### src/rtl/uart_pkg.sv
// Shared definitions for the parametrised UART blocks.
//   - parity mode encodings used by the PARITY parameter
//   - receiver state encoding
//   - constant functions for the clock divider and counter widths
package uart_pkg;

    localparam int PARITY_NONE = 0;
    localparam int PARITY_ODD  = 1;
    localparam int PARITY_EVEN = 2;

    typedef enum logic [2:0] {
        RX_IDLE,
        RX_START,
        RX_DATA,
        RX_PARITY,
        RX_STOP
    } rx_state_t;

    // Clocks per oversample tick, rounded to nearest, never below 1.
    function automatic int calc_div(input int clock_rate, input int baud_rate,
                                    input int oversample);
        int denom;
        int div;
        denom = baud_rate * oversample;
        div   = (clock_rate + denom / 2) / denom;
        return (div < 1) ? 1 : div;
    endfunction

    // Bits needed for a counter running 0..n-1 (at least one bit).
    function automatic int calc_width(input int n);
        return (n < 2) ? 1 : $clog2(n);
    endfunction

endpackage

### src/rtl/uart_baud_tick.sv
// Oversample tick generator shared by the UART receiver and transmitter.
// Emits a one-clock tick every DIV clocks and reports which tick of the
// bit it is (0..OVERSAMPLE-1). A restart re-phases both counters so the
// first tick lands DIV clocks later carrying index 1; index MID then sits
// half a bit after the restart and index 0 marks the bit boundary.
//
// Ports:
//   clk       in   system clock
//   reset     in   asynchronous active-high reset
//   restart   in   re-align the tick phase to this clock
//   tick      out  one-clock oversample tick
//   tick_idx  out  index of the current tick within the bit
module uart_baud_tick
    import uart_pkg::*;
#(
    parameter int DIV        = 78,
    parameter int OVERSAMPLE = 16
) (
    input  logic                                clk,
    input  logic                                reset,
    input  logic                                restart,
    output logic                                tick,
    output logic [calc_width(OVERSAMPLE)-1:0]   tick_idx
);

    localparam int DIV_W = calc_width(DIV);
    localparam int IDX_W = calc_width(OVERSAMPLE);
    localparam logic [DIV_W-1:0] DIV_LAST = DIV_W'(DIV - 1);
    localparam logic [IDX_W-1:0] IDX_LAST = IDX_W'(OVERSAMPLE - 1);

    logic [DIV_W-1:0] div_cnt;

    // NOTE: sequential state uses non-blocking assignments so every flop
    // samples the pre-edge values regardless of statement order.
    always_ff @(posedge clk or posedge reset) begin
        if (reset) begin
            div_cnt  <= '0;
            tick     <= 1'b0;
            tick_idx <= '0;
        end else if (restart) begin
            div_cnt  <= '0;
            tick     <= 1'b0;
            tick_idx <= '0;
        end else begin
            tick <= (div_cnt == DIV_LAST);
            if (div_cnt == DIV_LAST) begin
                div_cnt  <= '0;
                tick_idx <= (tick_idx == IDX_LAST) ? '0 : tick_idx + 1'b1;
            end else begin
                div_cnt <= div_cnt + 1'b1;
            end
        end
    end

endmodule

### src/rtl/uart_rx_param.sv
// Parametrised UART receiver with 3-sample majority voting, false-start
// rejection, optional parity, one or two stop bits and separate error flags.
//
// Ports:
//   clk          in   system clock
//   reset        in   asynchronous active-high reset
//   rxEn         in   receive enable; dropping it aborts a frame
//   rxIn         in   raw serial line, idle high, asynchronous
//   rxBusy       out  high from accepted start edge to end of frame
//   rxDone       out  one-clock pulse per completed frame
//   rxErr        out  one-clock pulse with rxDone when the frame had an error
//   rxFrameErr   out  stop bit low in last frame, held until next rxDone
//   rxParityErr  out  parity mismatch in last frame, held until next rxDone
//   rxOut        out  last payload, held until next rxDone
module uart_rx_param
    import uart_pkg::*;
#(
    parameter int CLOCK_RATE = 12000000,
    parameter int BAUD_RATE  = 9600,
    parameter int DATA_BITS  = 8,
    parameter int PARITY     = 0,
    parameter int STOP_BITS  = 1,
    parameter int OVERSAMPLE = 16
) (
    input  logic                 clk,
    input  logic                 reset,
    input  logic                 rxEn,
    input  logic                 rxIn,
    output logic                 rxBusy,
    output logic                 rxDone,
    output logic                 rxErr,
    output logic                 rxFrameErr,
    output logic                 rxParityErr,
    output logic [DATA_BITS-1:0] rxOut
);

    localparam int DIV   = calc_div(CLOCK_RATE, BAUD_RATE, OVERSAMPLE);
    localparam int IDX_W = calc_width(OVERSAMPLE);
    localparam int CNT_W = calc_width(DATA_BITS);
    localparam int MID   = OVERSAMPLE / 2;

    localparam logic [IDX_W-1:0] SAMPLE_A  = IDX_W'(MID - 1);
    localparam logic [IDX_W-1:0] SAMPLE_B  = IDX_W'(MID);
    localparam logic [IDX_W-1:0] SAMPLE_C  = IDX_W'(MID + 1);
    localparam logic [CNT_W-1:0] DATA_LAST = CNT_W'(DATA_BITS - 1);
    localparam logic [CNT_W-1:0] STOP_LAST = CNT_W'(STOP_BITS - 1);

    rx_state_t state, state_next;

    logic sync1, sync2, sync_prev;
    logic falling;
    logic tick;
    logic [IDX_W-1:0] tick_idx;
    logic samp_a, samp_b;
    logic vote, vote_tick;
    logic [CNT_W-1:0] bit_cnt;
    logic [DATA_BITS-1:0] shift_reg;
    logic frame_err_pend, parity_err_pend;
    logic frame_err_now, parity_bad;
    logic need_high;

    logic restart, shift_en, bit_clr, bit_inc, parity_chk, stop_chk, finish;

    uart_baud_tick #(
        .DIV        (DIV),
        .OVERSAMPLE (OVERSAMPLE)
    ) u_tick (
        .clk      (clk),
        .reset    (reset),
        .restart  (restart),
        .tick     (tick),
        .tick_idx (tick_idx)
    );

    assign falling   = sync_prev & ~sync2;
    assign vote_tick = tick && (tick_idx == SAMPLE_C);
    // Third sample is the live synchronised value on the MID+1 tick.
    assign vote      = (samp_a & samp_b) | (samp_a & sync2) | (samp_b & sync2);
    // Odd parity wants data^parity == 1, even wants 0.
    assign parity_bad    = (^shift_reg ^ vote) ^ (PARITY == PARITY_ODD);
    assign frame_err_now = frame_err_pend | (stop_chk & ~vote);
    assign rxBusy        = (state != RX_IDLE);

    always_ff @(posedge clk or posedge reset) begin
        if (reset) state <= RX_IDLE;
        else       state <= state_next;
    end

    // NOTE: every signal written here gets a default first, so no path can
    // leave one unassigned and infer a latch.
    always_comb begin
        state_next = state;
        restart    = 1'b0;
        shift_en   = 1'b0;
        bit_clr    = 1'b0;
        bit_inc    = 1'b0;
        parity_chk = 1'b0;
        stop_chk   = 1'b0;
        finish     = 1'b0;
        if (!rxEn) begin
            state_next = RX_IDLE;
        end else begin
            case (state)
                RX_IDLE: begin
                    if (falling && !need_high) begin
                        state_next = RX_START;
                        restart    = 1'b1;
                    end
                end
                RX_START: begin
                    if (vote_tick) begin
                        if (vote) begin
                            state_next = RX_IDLE;
                        end else begin
                            state_next = RX_DATA;
                            bit_clr    = 1'b1;
                        end
                    end
                end
                RX_DATA: begin
                    if (vote_tick) begin
                        shift_en = 1'b1;
                        if (bit_cnt == DATA_LAST) begin
                            bit_clr    = 1'b1;
                            state_next = (PARITY != PARITY_NONE) ? RX_PARITY : RX_STOP;
                        end else begin
                            bit_inc = 1'b1;
                        end
                    end
                end
                RX_PARITY: begin
                    if (vote_tick) begin
                        parity_chk = 1'b1;
                        state_next = RX_STOP;
                    end
                end
                RX_STOP: begin
                    if (vote_tick) begin
                        stop_chk = 1'b1;
                        if (bit_cnt == STOP_LAST) begin
                            finish     = 1'b1;
                            state_next = RX_IDLE;
                        end else begin
                            bit_inc = 1'b1;
                        end
                    end
                end
                default: state_next = RX_IDLE;
            endcase
        end
    end

    always_ff @(posedge clk or posedge reset) begin
        if (reset) begin
            sync1           <= 1'b1;
            sync2           <= 1'b1;
            sync_prev       <= 1'b1;
            samp_a          <= 1'b1;
            samp_b          <= 1'b1;
            bit_cnt         <= '0;
            shift_reg       <= '0;
            frame_err_pend  <= 1'b0;
            parity_err_pend <= 1'b0;
            need_high       <= 1'b0;
            rxDone          <= 1'b0;
            rxErr           <= 1'b0;
            rxFrameErr      <= 1'b0;
            rxParityErr     <= 1'b0;
            rxOut           <= '0;
        end else begin
            sync1     <= rxIn;
            sync2     <= sync1;
            sync_prev <= sync2;

            if (tick && tick_idx == SAMPLE_A) samp_a <= sync2;
            if (tick && tick_idx == SAMPLE_B) samp_b <= sync2;

            if (bit_clr)      bit_cnt <= '0;
            else if (bit_inc) bit_cnt <= bit_cnt + 1'b1;

            if (shift_en) shift_reg <= {vote, shift_reg[DATA_BITS-1:1]};

            if (restart) begin
                frame_err_pend  <= 1'b0;
                parity_err_pend <= 1'b0;
            end else begin
                if (parity_chk && parity_bad) parity_err_pend <= 1'b1;
                if (stop_chk && !vote)        frame_err_pend  <= 1'b1;
            end

            rxDone <= finish;
            rxErr  <= finish & (frame_err_now | parity_err_pend);
            if (finish) begin
                rxOut       <= shift_reg;
                rxFrameErr  <= frame_err_now;
                rxParityErr <= parity_err_pend;
            end

            // After a frame error the line may still be low (break); wait
            // until it has been seen high before accepting another edge.
            if (finish && frame_err_now) need_high <= 1'b1;
            else if (sync2)              need_high <= 1'b0;
        end
    end

endmodule
### config.mk
export PLATFORM = sky130hd
export DESIGN_NAME = uart_rx_param
export DESIGN_NICKNAME = d
export VERILOG_FILES = /design/src/rtl/uart_pkg.sv /design/src/rtl/uart_baud_tick.sv /design/src/rtl/uart_rx_param.sv
export SDC_FILE = /design/constraint.sdc
export NUM_CORES = 1
export LEC_CHECK = 0
export ABC_AREA = 1
export BUFFER_PORTS_ARGS = -buffer_cell sky130_fd_sc_hd__buf_4
export CAP_MARGIN = 5
export CORE_ASPECT_RATIO = 2
export CORE_MARGIN = 8
export CORE_UTILIZATION = 45
export CTS_CLUSTER_DIAMETER = 60
export DETAILED_ROUTE_END_ITERATION = 6
export HOLD_SLACK_MARGIN = 0.05
export MAX_ROUTING_LAYER = met4
export PLACE_DENSITY = 0.66
export SLEW_MARGIN = 30
export SYNTH_ARGS = -nofsm -noshare
export SYNTH_HDL_FRONTEND = slang
export SYNTH_SLANG_ARGS = --single-unit
export TNS_END_PERCENT = 1
### constraint.sdc
create_clock -name clk -period 1.7 [get_ports clk]
set_input_delay 0.17 -clock clk [delete_from_list [all_inputs] [get_ports clk]]
set_output_delay 0.17 -clock clk [all_outputs]
set_load 0.05 [all_outputs]
After elaboration in Yosys (flattened, before gate mapping)

Index checks and enable logic that the tools add are counted.

Reductions and logical operators: 19
$add $sub $neg: 3
Mux-type cells: 50
Bitwise gates (word level): 13
Equal/unequal tests: 17

Operators by type and width:

| kind                                           | count |
|---|---|
| two-way mux 1 bit                              | 31 |
| two-way mux 3 bit                              | 10 |
| != test 3 bit (second input constant)          | 7 |
| case mux 3 bit (5 select lines)                | 1 |
| two-way mux 7 bit                              | 2 |
| == test 4 bit (second input constant)          | 3 |
| two-way mux 4 bit                              | 3 |
| nonzero test 2 bit                             | 5 |
| XOR reduction 8 bit                            | 1 |
| adder 7 x 1 -> 7 bit (second input constant)   | 1 |
| == test 7 bit (second input constant)          | 1 |
| logical AND 1 bit                              | 7 |
| AND reduction 7 bit                            | 1 |
| bitwise AND 1 bit                              | 6 |
| == test 3 x 2 -> 1 bit (second input constant) | 2 |
| == test 3 bit (second input constant)          | 2 |
| logical NOT 3 bit                              | 2 |
| adder 4 x 1 -> 4 bit (second input constant)   | 1 |
| == test 4 x 3 -> 1 bit (second input constant) | 1 |
| bitwise OR 1 bit                               | 4 |
| case mux 1 bit (2 select lines)                | 2 |
| adder 3 x 1 -> 3 bit (second input constant)   | 1 |
| == test 3 x 1 -> 1 bit (second input constant) | 1 |
| nonzero test 3 bit                             | 1 |
| 4 further kinds                                | 6 |

Input bits: 4
Register bits: 46
Output and inout bits: 13
Word-level logic and storage cells: 121

Longest topological paths before layout

Depth in word-level cells: 9
Mapped depth: 11
Depth with buffers taken out: 11

Hierarchy

From an unflattened synthesis, not the netlist that was laid out.

Cells, all modules: 283
Area, all modules: 2,357.3 um^2

Modules (own cells, without submodules):

| module         | area an instance (um^2) | instances | cells each |
|---|---|---|---|
| uart_rx_param  | 1,730.4                 | 1         | 207 |
| uart_baud_tick | 626.9                   | 1         | 76 |

Worst setup path after synthesis

OpenSTA, ideal clock, no wires.

Path kind: flip-flop to flip-flop
Start point: reg state[1]
End point: reg u_tick.tick_idx[0]
Library setup time: 129 ps
Clock period less this slack: 1,514 ps
Cell stages (with the launch flop): 9
Arrival: 1,385 ps
Buffers on the path: 0
Setup slack: 186 ps
Cell sequence: dfrtp_1 > inv_1 > nand2_1 > nor2_1 > inv_1 > nor2_1 > nand2_1 > nand2_1 > o22ai_1

Longest elaborated chain between the ends: 4

Ends and longest elaborated chain:

| item                                                    | RTL line             | text |
|---|---|---|
| start, declared                                         | uart_rx_param.sv:48  | `rx_state_t state, state_next;` |
| start signal, assigned                                  | uart_rx_param.sv:86  | `else state <= state_next;` |
| logical NOT 3 bit (*)                                   | uart_rx_param.sv:103 | `case (state)` |
| two-way mux 1 bit (*)                                   | uart_rx_param.sv:103 |  |
| two-way mux 1 bit (*)                                   | uart_rx_param.sv:100 | `if (!rxEn) begin` |
| two-way mux 4 bit or nonzero test 2 bit (tied branches) | --                   |  |
| end signal, assigned                                    | uart_baud_tick.sv:48 | `tick_idx <= (tick_idx == IDX_LAST) ? '0 : tick_idx + 1'b1;` |
| end, declared                                           | uart_baud_tick.sv:23 | `output logic [calc_width(OVERSAMPLE)-1:0] tick_idx` |

Mark *: on every way between the ends. The rest lies on a longest branch, timed or not.
A chain may end at the register's enable or synchronous reset.

Final worst setup path

Start point: reg u_tick.tick_idx[1]
End point: reg rxOut[3]

Longest elaborated chain between the ends: 5

Ends and longest elaborated chain:

| item                 | RTL line             | text |
|---|---|---|
| == test 4 bit        | uart_rx_param.sv:76  | `assign vote_tick = tick && (tick_idx == SAMPLE_C);` |
| logical AND 1 bit    | uart_rx_param.sv:76  |  |
| two-way mux 1 bit    | uart_rx_param.sv:138 | `if (vote_tick) begin` |
| two-way mux 1 bit    | uart_rx_param.sv:103 |  |
| two-way mux 1 bit    | uart_rx_param.sv:100 |  |
| via finish           | uart_rx_param.sv:62  | `logic restart, shift_en, bit_clr, bit_inc, parity_chk, stop_chk, finish;` |
| end signal, assigned | uart_rx_param.sv:194 | `rxOut <= shift_reg;` |
| end, declared        | uart_rx_param.sv:34  | `output logic [DATA_BITS-1:0] rxOut` |

The timed path passes the listed nets, and every way through them passes these cells.

==> metrics list <==
- The flow ran to the end, and the final reports show no timing, DRC or antenna violations.
- The final layout contains 307 nets.
- Leakage dissipation: between 1 and 1.5 nW
- Final hold viol count: 0
- Most frequent cells after synthesis: nand2_1, dfrtp_1, inv_1, nand3_1, nor2_1
- Measured against its own limit, the worst slew margin works out to 66.03%.
- Post-route core utilization: 52.00%
- Summed over all layers, the routed wires come to 4.151 mm.
- Using the TritonRoute via totals, the vias-per-cell ratio works out to 4.915.
- Clk_lat worst skew: 0.30 ns
- Once placement finished, the instance area stood at between 2000 and 2500 um^2.
* Number of flops mapped to enable cells by yosys: 0
- The initialized floorplan defines 37 standard-cell rows.
* Area of the mapped netlist: around 2300 um^2
* Worst slew pin tran: 0.5064 ns
* Tmin final: 1.628 ns
- Die Height: 117.2 um
- Clock-pin slew was measured on the worst setup and hold paths at 0.08 ns.
* Final worst path period share: 95.74%
* Synth cell types: 30
* Area occupied by multi-input gates: 968.4 um^2
* Area leader, netlist: dfrtp_1
- Setup repair after global routing missed its margin: yes
- CTS tree: done
- At the placement stage, the worst setup path has a slack of 0.07379 ns.
- The number of clock buffers added by TritonCTS is 5.
- Setup slack on the worst flop-to-flop path: 0.07 ns
- Final-report setup violation count: 0
- Based on the critical path, the design can be clocked at up to between 0.6 and 0.7 GHz.
* Power per standard cell area: 902.8 nW/um^2
- The area growth from synthesis to layout is 13.97%.
* Fill cell count: around 500
- In this run the worst hold path is classified as primary input to register.
* Root Buffer: clkbuf_8
- # port buffers: 16
* Number of global-route vias before repair: 1771
- Clock buffer depth: 2
* RD Place Congestion: ~0.91
- After legalization and detailed placement, the total HPWL measured between 3 and 4 mm.
- In the final routed layout, each cell accounts on average for about 12 um.
- Averaged over all synthesized cells, the footprint is 8.527 um^2.
- In this design, the stage delay of the slowest critical-path cell is 0.40 ns.
- Worst supply voltage drop on vdd: 0.6554 mV
- Post-Synthesis Net Count: 282
- Global-route usage over all layers: 12.63%
- The share of synthesized area in the top cell type comes to between 40 and 50%.
* Worst hold margin: 0.1726 ns
- For this block, the initial DRC count from the detailed router was 45.
- Synthesis handed over a netlist of 270 instances.
- The finished cells cover between 2000 and 3000 um^2.
- Data on the critical path is required at its endpoint by 1.88 ns.
* Dominant cell by count in the synthesized netlist: nand2_1
- The initial utilization of the core area, before any placement, comes to between 40% and 50%.
- The critical path goes through inv_1 -> ha_1 -> nand3_4 -> nor2_4 -> nand2_2 -> nor2_4 -> inv_2 -> nand2_2 -> o21ai_2.
- Fraction of registers with async set/reset: 100.0%
- Area of the core: 5046 um^2
* Maximum number of pins on one net before global-route repair: 21
- Number of max-slew violations in the final report: 0
- In this run the worst path has a maximum fanout of 20.
- STA classifies the critical path startpoint as a register.
- Setup clock skew after layout: ~0.0043 ns
- Detailed routing inserted a total of 1740 vias.
- Number of max-capacitance violations reported: 0
* Total of warnings raised by yosys: 0
- Clock sink count: 46
* Wire length of the first global-routing pass: 7.610 mm
- Type of the setup path with the least slack: register to register
- Cell with the largest stage delay on the worst path: dfrtp_1
* Number of design rule violations left after detail routing: 0
- Summing the sequential cell areas from Yosys gives 50.27% of the chip area.
* Count of nets left with antenna violations after detail routing: 0
- FF+latch area: around 1200 um^2
- The H-tree generated during clock tree synthesis spans 2 levels.
- Number of antenna cells inserted: 0
* Horiz. Die Dim: ~67 um
- Crit. End Element: register
- Once routing completed, OpenROAD measured the worst setup slack at approximately 0.072 ns.
* Initial antenna violation count: 0
* I/O pin total: 17
- Top area cells in the synthesized netlist: dfrtp_1, nand2_1, inv_1
- Total Die Area: 7799 um^2
* Iteration count of the initial detailed-routing pass: 4
- Most used flip-flop cell after synthesis: dfrtp_1
* Flip-flop and latch count after synthesis: 46
- For this run the aggregate overflow at the end of global routing stands at 0.
- In the final layout, the share of cells above drive strength 1 is 21.62%.
- Final setup TNS: 0 ns
- Data arrives at the worst endpoint at 1.80 ns.
cells by family (layout without fill, tap and decap cells):
kind of cell / after synthesis / after routing / synth area share, %
xor gates and xnor gates: 3 / 3 / 1.142
DFF: 46 / 46 / 50.27
buffers and inverters: 44 / 70 / 7.880
adders and majority gates: 8 / 8 / 4.348
and+or+nand+nor: 134 / 134 / 26.58
AOI/OAI and AO/OA: 35 / 35 / 9.782
metal layers:
metal | up-vias | GRT usage (%) | routed length (um)
met5 | - | - | 0
met4 | 0 | 6.743 | 120
met3 | 9 | 2.288 | 126
met2 | 28 | 20.03 | 2019
met1 | 809 | 14.66 | 1885
li1 | 894 | - | -
critical path, delay by kind of cell, from the launching register on:
family	cells	cell delay [ns]
buffers and inverters	2	0.31
AOI/OAI and AO/OA	1	0.06
DFF	1	0.40
adders and majority gates	1	0.20
and+or+nand+nor	5	0.55
through the flow:
stage | std cells | total power, mW
after floorplan | 270 | 1.512
after global placement | 344 | 1.579
after detailed placement | 344 | 1.600
after CTS | 354 | 2.407
after global routing | 354 | 2.511
final | 354 | 2.369
cell usage in the layout (no fill, tap or decap), types with 8 or more instances in the layout:
| master | n |
|---|---|
| nand3_1 | 21 |
| ha_1 | 8 |
| o21ai_2 | 10 |
| nand2_2 | 13 |
| inv_1 | 36 |
| buf_4 | 19 |
| o21ai_1 | 9 |
| dfrtp_1 | 41 |
| o21ai_0 | 9 |
| nor2_1 | 18 |
| nand2_1 | 70 |
area by class of cell:
cell class                 instances  area share [%]
clock buffer                       5           2.623
clock inverter                     3           1.526
inverter                          41           5.866
multi-input combinational        180           36.91
sequential                        46           44.11
tap                               58           2.766
timing repair buffer              21           6.199
power breakdown:
group	switching [mW]	total [mW]	internal [mW]
Combinational	0.197	0.329	0.132
Sequential	0.0736	1.25	1.18
Clock	0.356	0.789	0.433
path summary, 6_finish.rpt:
| kind | from | endpoint | depth (start not counted) |
|---|---|---|---|
| setup / recovery | u_tick.tick_idx[1] | rxOut[3] | 9 |
| hold / removal | rxEn | state[1] | 3 |
| setup reg to reg | u_tick.tick_idx[1] | rxOut[3] | 9 |
| hold reg to reg | sync1 | sync2 | 0 |
| max in group asynchronous | reset | samp_b | 4 |
| min in group asynchronous | reset | rxErr | 3 |
what timing repair did:
action                                 in CTS  in global routing
setup buffers                               0                  0
endpoints found under the hold margin      14                  0
hold buffers                                2                  0
setup endpoints to repair                   0                 23
resized for setup                           0                  3
Power figures use the tool's default switching activity.
